### config.mk
export PLATFORM = sky130hd
export DESIGN_NAME = counter_ctrl_panel
export DESIGN_NICKNAME = d
export VERILOG_FILES = /design/src/rtl/counter_ctrl_panel.sv
export SDC_FILE = /design/constraint.sdc
export NUM_CORES = 1
export LEC_CHECK = 0
export CORE_UTILIZATION = 40
export DETAILED_ROUTE_END_ITERATION = 10
export DONT_BUFFER_PORTS = 1
export PLACE_DENSITY = 0.53
export SLEW_MARGIN = 0
export SYNTH_ARGS = -nofsm -noshare
export SYNTH_HDL_FRONTEND = slang
export SYNTH_SLANG_ARGS = --single-unit
### constraint.sdc
create_clock -name clk -period 3.03 [get_ports clk]
set_clock_uncertainty 0.1 [all_clocks]
set_input_delay 0.303 -clock clk [delete_from_list [all_inputs] [get_ports clk]]
set_output_delay 0.303 -clock clk [all_outputs]
set_load 0.03 [all_outputs]
### src/rtl/counter_ctrl_panel.sv
// counter_ctrl_panel: button front end for the 4-bit universal hex/decimal counter.
//
// Each of the four raw push-buttons goes through three stages:
//   - a 2-flop synchroniser
//   - a debouncer that accepts a new level only after it has held for DB_CYCLES clocks
//   - a press (rising-edge) detector
// The press pulses then drive the counter's control inputs. A prescaler makes the
// counter advance once every TICK_DIV clocks while running.
//
// Ports:
//   clk        system clock, rising edge
//   rst_n      asynchronous active-low reset
//   btn_clear  raw button: one-clock clear pulse per press
//   btn_mode   raw button: toggles hex/decimal
//   btn_dir    raw button: toggles up/down
//   btn_run    raw button: toggles run/stop
//   clear      to counter clear (held high during reset)
//   mode       to counter mode, 1 = hex, 0 = decimal
//   incr       to counter incr, 1 = up, 0 = down
//   pause      to counter pause, 0 = counter steps this cycle
//   running    status: free-running enabled
module counter_ctrl_panel #(
    parameter int unsigned DB_CYCLES = 4,
    parameter int unsigned TICK_DIV  = 8
) (
    input  logic clk,
    input  logic rst_n,
    input  logic btn_clear,
    input  logic btn_mode,
    input  logic btn_dir,
    input  logic btn_run,
    output logic clear,
    output logic mode,
    output logic incr,
    output logic pause,
    output logic running
);

    localparam int unsigned CntW = $clog2(DB_CYCLES) + 1;
    localparam int unsigned PscW = $clog2(TICK_DIV) + 1;
    localparam logic [CntW-1:0] DbLast  = CntW'(DB_CYCLES - 1);
    localparam logic [PscW-1:0] PscLast = PscW'(TICK_DIV - 1);

    // Button index: 0 = clear, 1 = mode, 2 = dir, 3 = run
    localparam int unsigned BClear = 0;
    localparam int unsigned BMode  = 1;
    localparam int unsigned BDir   = 2;
    localparam int unsigned BRun   = 3;

    logic [3:0]      btn_raw;
    logic [3:0]      sync1_q;
    logic [3:0]      sync2_q;
    logic [3:0]      stable_q;
    logic [3:0]      stable_dly_q;
    logic [CntW-1:0] db_cnt_q [4];
    logic [3:0]      press;
    logic [PscW-1:0] psc_q;
    logic [PscW-1:0] psc_d;

    assign btn_raw = {btn_run, btn_dir, btn_mode, btn_clear};

    // Synchronise and debounce all four buttons. Any sample that agrees with the
    // stable level restarts qualification, so a bounce never accumulates.
    always_ff @(posedge clk or negedge rst_n) begin
        if (!rst_n) begin
            sync1_q      <= '0;
            sync2_q      <= '0;
            stable_q     <= '0;
            stable_dly_q <= '0;
            for (int i = 0; i < 4; i++) begin
                db_cnt_q[i] <= '0;
            end
        end else begin
            sync1_q      <= btn_raw;
            sync2_q      <= sync1_q;
            stable_dly_q <= stable_q;
            for (int i = 0; i < 4; i++) begin
                if (sync2_q[i] != stable_q[i]) begin
                    if (db_cnt_q[i] == DbLast) begin
                        stable_q[i] <= sync2_q[i];
                        db_cnt_q[i] <= '0;
                    end else begin
                        db_cnt_q[i] <= db_cnt_q[i] + 1'b1;
                    end
                end else begin
                    db_cnt_q[i] <= '0;
                end
            end
        end
    end

    // Only the debounced rising edge counts; releases are ignored.
    assign press = stable_q & ~stable_dly_q;

    // Prescaler restarts on clear, idles at zero while stopped, and is zeroed by
    // the run press that stops the counter.
    always_comb begin
        psc_d = psc_q;
        if (press[BClear] || press[BRun] || !running) begin
            psc_d = '0;
        end else if (psc_q == PscLast) begin
            psc_d = '0;
        end else begin
            psc_d = psc_q + 1'b1;
        end
    end

    // clear is high in reset: the counter has no reset of its own and is
    // initialised by the first clock edges it sees.
    always_ff @(posedge clk or negedge rst_n) begin
        if (!rst_n) begin
            clear   <= 1'b1;
            mode    <= 1'b1;
            incr    <= 1'b1;
            running <= 1'b0;
            psc_q   <= '0;
        end else begin
            clear   <= press[BClear];
            mode    <= mode ^ press[BMode];
            incr    <= incr ^ press[BDir];
            running <= running ^ press[BRun];
            psc_q   <= psc_d;
        end
    end

    // Decoded from registers only.
    assign pause = ~(running & (psc_q == PscLast));

endmodule

# Yosys cells after proc, flatten, opt, wreduce, memory -nomap -nowiden
# Index checks and enable logic that the tools add are counted.
[totals]
wordCells = 54
reg_bits = 36
[op_classes]
eq_ne = 9
reduce_logical = 7
mux = 10
bitwise_logic = 7
addsub = 5
[ops]
columns = ["cell", "n"]
rows = [
  ["2-to-1 mux 3 bit", 8],
  ["adder 3 x 1 -> 3 bit (second input constant)", 4],
  ["== test 3 x 2 -> 1 bit (second input constant)", 4],
  ["2-to-1 mux 4 bit", 2],
  ["AND reduction 2 bit", 4],
  ["adder 4 x 1 -> 4 bit (second input constant)", 1],
  ["bitwise AND 4 bit", 1],
  ["== test 4 x 3 -> 1 bit (second input constant)", 1],
  ["!= test 1 bit", 4],
  ["inverter 4 bit", 1],
  ["bitwise XOR 1 bit", 3],
  ["logical OR 1 bit", 2],
  ["bitwise AND 1 bit", 1],
  ["zero test 1 bit", 1],
  ["inverter 1 bit", 1],
]

# Depth between registers and ports, before layout
[logic_depth]
ltp_word = 5
ltp_mapped = 4
mapped_depth_nobuf = 4

# Worst setup path after synthesis
# OpenSTA, ideal clock, no wires.
[synth_path]
path_type = "register -> output"
startpoint = "reg psc_q[0]"
endpoint = "out pause"
slack_ps = 1669
stages_incl_launch_ff = 5
t_required_ps = 2627
arrival_time_ps = 958
cell_sequence = "dfrtp_1 -> ha_1 -> nand2_1 -> nor2_1 -> nand2_1"
[synth_between]
elab_chain_cells = 3
[synth_rtl]
columns = ["element", "line_no", "text"]
rows = [
  ["start: declaration", "57", "logic [PscW-1:0] psc_q;"],
  ["start signal: assignment", "122", "psc_q <= psc_d;"],
  ["== test 4 x 3 -> 1 bit", "127", "assign pause = ~(running & (psc_q == PscLast));"],
  ["bitwise AND 1 bit", "127", ""],
  ["inverter 1 bit", "127", ""],
  ["end: declaration", "35", "output logic pause,"],
]
# No other way between the ends.

# Worst setup path in the final report
# Ends and elaborated chain as after synthesis.

==> impl_summary.log <==
INFO  metric timing.final.crit_period = 1.80 ns
INFO  metric layoutNonFillerInstCount = 143
INFO  metric overall_routed_net_length = 1680 um
INFO  metric worst_path_dominant_cell_family = simple AND/OR/NAND/NOR gates
INFO  metric cts_buf_count = 5
INFO  metric min_delay_path_depth = 0
INFO  metric ir_drop_worst_case_vdd = 0.385 mV
INFO  metric core-area = 0.00310 mm^2
INFO  metric timing.rr.start = db_cnt_q[0]
INFO  metric drt-initial-drc-count = 21
INFO  metric worst-path-max-fanout = 3
INFO  metric critical_path.startpoint = psc_q[0]
INFO  metric synth_area = 0.00133 mm^2
INFO  metric start_kind = flop
INFO  metric synth_enable_flop_cells = 0
INFO  metric routabilityCongestion = 0.684
INFO  metric first_pass_iters = 3
INFO  metric multi_input_area = 423 um^2
INFO  metric grt_first_pass_wirelength = 3080 um
INFO  metric critical_path.slowest_cell = sky130_fd_sc_hd__dfrtp_1
INFO  metric grt_setup_unrepaired = false
INFO  metric grt_use_total = 0.124
INFO  metric overflow = 0
INFO  metric io_buf_count = 0
INFO  metric synth_sequential_area_ratio = 0.680
INFO  metric final_hold_viol_count = 0
INFO  metric critical_path_class = reg2out
INFO  metric worstHoldEndpoint = sync2_q[3]
INFO  metric r2r_cell_count = 3
INFO  metric top_level_i_o_count = 11
INFO  metric num_vias = 658
INFO  metric power_leakage = 0.691 nW
INFO  metric max-clock-path-buffers = 2
INFO  metric die_height = 59.7 um
INFO  metric syn_area_per_cell = 15.7 um^2
INFO  metric residual_drc = 0
INFO  metric die_area = 0.00356 mm^2
INFO  metric floorplan.die.width = 59.7 um
INFO  metric holdCritStartpoint = sync1_q[3]
INFO  metric crit_path_max_incr_delay = 0.39 ns
INFO  metric drive_gt1_frac = 0.192
INFO  metric initial_antenna_violation_count = 0
INFO  metric first_global_vias = 718
INFO  metric outcome = finished clean
INFO  metric mappedNetlistNets = 96
INFO  metric insertion_delay = 0.32 ns
INFO  metric routed_antenna_nets = 0
INFO  metric route.detailed.vias_per_inst = 4.60
INFO  metric final_core_utilization = 0.488
INFO  metric fin_total_pwr = 1.36 mW
INFO  metric ys.warnings.count = 0
INFO  metric post_cts_hold_buffer_count = 6
INFO  metric setup_viol = 0
INFO  metric timing.max_cap.violations = 0
INFO  metric critical-path-top-cell-by-count = sky130_fd_sc_hd__nand2_1
INFO  metric max_slew.worst_pin.slew = 0.440 ns
INFO  metric grt_start_max_net_pins = 37
INFO  metric ys_ff_latch = 36
INFO  metric timing.reg2reg.setup_slack = 1.72 ns
INFO  metric crit_path_end_kind = output port
INFO  metric critical_path_arrival = 1.40 ns
INFO  metric ys_types = 22
INFO  metric cts.htree.levels = 2
INFO  metric post_synth_inst_count = 85
INFO  metric synth_async_sr_flop_share = 1.00
INFO  metric final_min_period_over_clock_period = 0.595
INFO  metric slew-limit-headroom = 0.706
INFO  metric worst-endpoint-required = 2.63 ns
INFO  metric critical_path.n_buffers_inverters = 0
INFO  metric clkSinkCount = 36
INFO  metric dpl.hpwl = 1080 um
INFO  metric post_cts_resized = 0
INFO  metric tritoncts = yes
INFO  metric clkSlewWorstSetupHoldPaths = 0.10 ns
INFO  metric type_of_the_most_critical_hold_path = reg2reg
INFO  metric crit_path_cell_trace = ha_1, nand2_1, nor2_1, nand2_1
INFO  metric wl_per_cell = 11.7 um
INFO  metric cts_setup_buffers = 0
INFO  metric initial_utilization = 0.429
INFO  metric antenna_cells = 0
INFO  metric maxSlewViolCount = 0
INFO  metric primary_ff_master_synth = sky130_fd_sc_hd__dfrtp_1
INFO  metric placedCellCount = 129
INFO  metric final-seq-area = 905 um^2
INFO  metric worst_r2r_endpoint = stable_q[3]
INFO  metric achievable-frequency = 0.554 GHz
INFO  metric root_buffer_cell = sky130_fd_sc_hd__clkbuf_4
INFO  metric area_delta_synth_final = 13.8%
INFO  metric core.rowCount = 20
INFO  metric fillers = 293
INFO  metric setup_tns = 0 ns
INFO  metric power.density = 898 mW/mm^2
INFO  metric final_net_count = 109
## state kept, by name (all words and copies together) (netlist names)
name,cells
clear,1
db_cnt_q,12
incr,1
mode,1
psc_q,4
running,1
stable_dly_q,4
stable_q,4
sync1_q,4
sync2_q,4
## per-stage QoR
| step | cell area [um^2] | setup WS [ns] | hold WS [ns] |
|---|---|---|---|
| global placement | 1390 | 1.64 | -0.0919 |
| global route | 1520 | 1.09 | 0.270 |
| CTS | 1520 | 1.21 | 0.259 |
| detailed placement | 1390 | 1.59 | -0.0919 |
| finish | 1520 | 1.23 | 0.256 |
| floorplan | 1330 | 1.67 | -0.0926 |
## cells in the mapped netlist (2+ instances only)
library cell	instances	area share
sky130_fd_sc_hd__and3b_1	2	0.013
sky130_fd_sc_hd__dfrtp_1	33	0.62
sky130_fd_sc_hd__dfstp_2	3	0.059
sky130_fd_sc_hd__ha_1	5	0.047
sky130_fd_sc_hd__mux2_1	3	0.025
sky130_fd_sc_hd__nand2_1	2	0.0056
sky130_fd_sc_hd__nand2b_1	5	0.023
sky130_fd_sc_hd__nor2_1	5	0.014
sky130_fd_sc_hd__nor2b_1	2	0.0094
sky130_fd_sc_hd__nor3_2	2	0.015
sky130_fd_sc_hd__nor3b_1	5	0.028
sky130_fd_sc_hd__nor3b_2	2	0.019
sky130_fd_sc_hd__xnor2_1	7	0.046
## layer usage
metal / global-route usage / vias to the layer above / routed length [um]
met2: 0.194 / 12 / 760
met1: 0.138 / 332 / 788
met4: 0.0698 / 0 / 47
li1: - / 308 / -
met5: 0 / - / 0
met3: 0.0584 / 6 / 82
## where the power goes
group          internal (mW)  total, mW  switching [mW]
clock network          0.115      0.257           0.142
logic                  0.179      0.311           0.132
registers              0.638      0.793           0.154
total                  0.932       1.36           0.429
## cell usage in the layout, fill, tap and decap left out, drive strengths merged, types with 2 or more instances in the layout
master       netlist  final
dlygate4sd3        0      5
ha                 5      5
nor2b              3      3
nor2               5      5
dfrtp             33     33
nor3b              7      7
mux2               4      4
xnor2              8      8
clkbuf             0      8
and3b              2      2
nor3               3      3
nand2b             5      5
nand2              2      2
dfstp              3      3
## worst max path at each step
| stage | to | slack [ns] | cells past startpoint |
|---|---|---|---|
| after floorplan | pause | 1.67 | 4 |
| after global placement | pause | 1.64 | 4 |
| after detailed placement | pause | 1.59 | 4 |
| after CTS | pause | 1.21 | 4 |
| after global routing | pause | 1.09 | 4 |
| final | pause | 1.23 | 4 |
## cells by family (layout without fill, tap and decap cells)
group / Yosys count / in the layout / share of synthesized area
xor+xnor: 8 / 8 / 0.0583
fa+ha+maj: 5 / 5 / 0.0470
buf+inv: 1 / 15 / 0.00282
flops: 36 / 36 / 0.680
mux: 5 / 5 / 0.0442
simple gates: 30 / 30 / 0.168
## worst register-to-register path, cell delays in order, from the launching register on
cell and delay [ns]:
sky130_fd_sc_hd__dfrtp_1 0.41, sky130_fd_sc_hd__ha_1 0.22, sky130_fd_sc_hd__and2b_4 0.19, sky130_fd_sc_hd__mux2_4 0.29
## cell type report
class / instances / area share
sequential: 36 / 0.597
multi-input combinational: 48 / 0.279
timing repair buffer: 6 / 0.0462
clock buffer: 8 / 0.0388
tap: 44 / 0.0363
inverter: 1 / 0.00248
No activity file was read; power rests on OpenSTA's default activity.
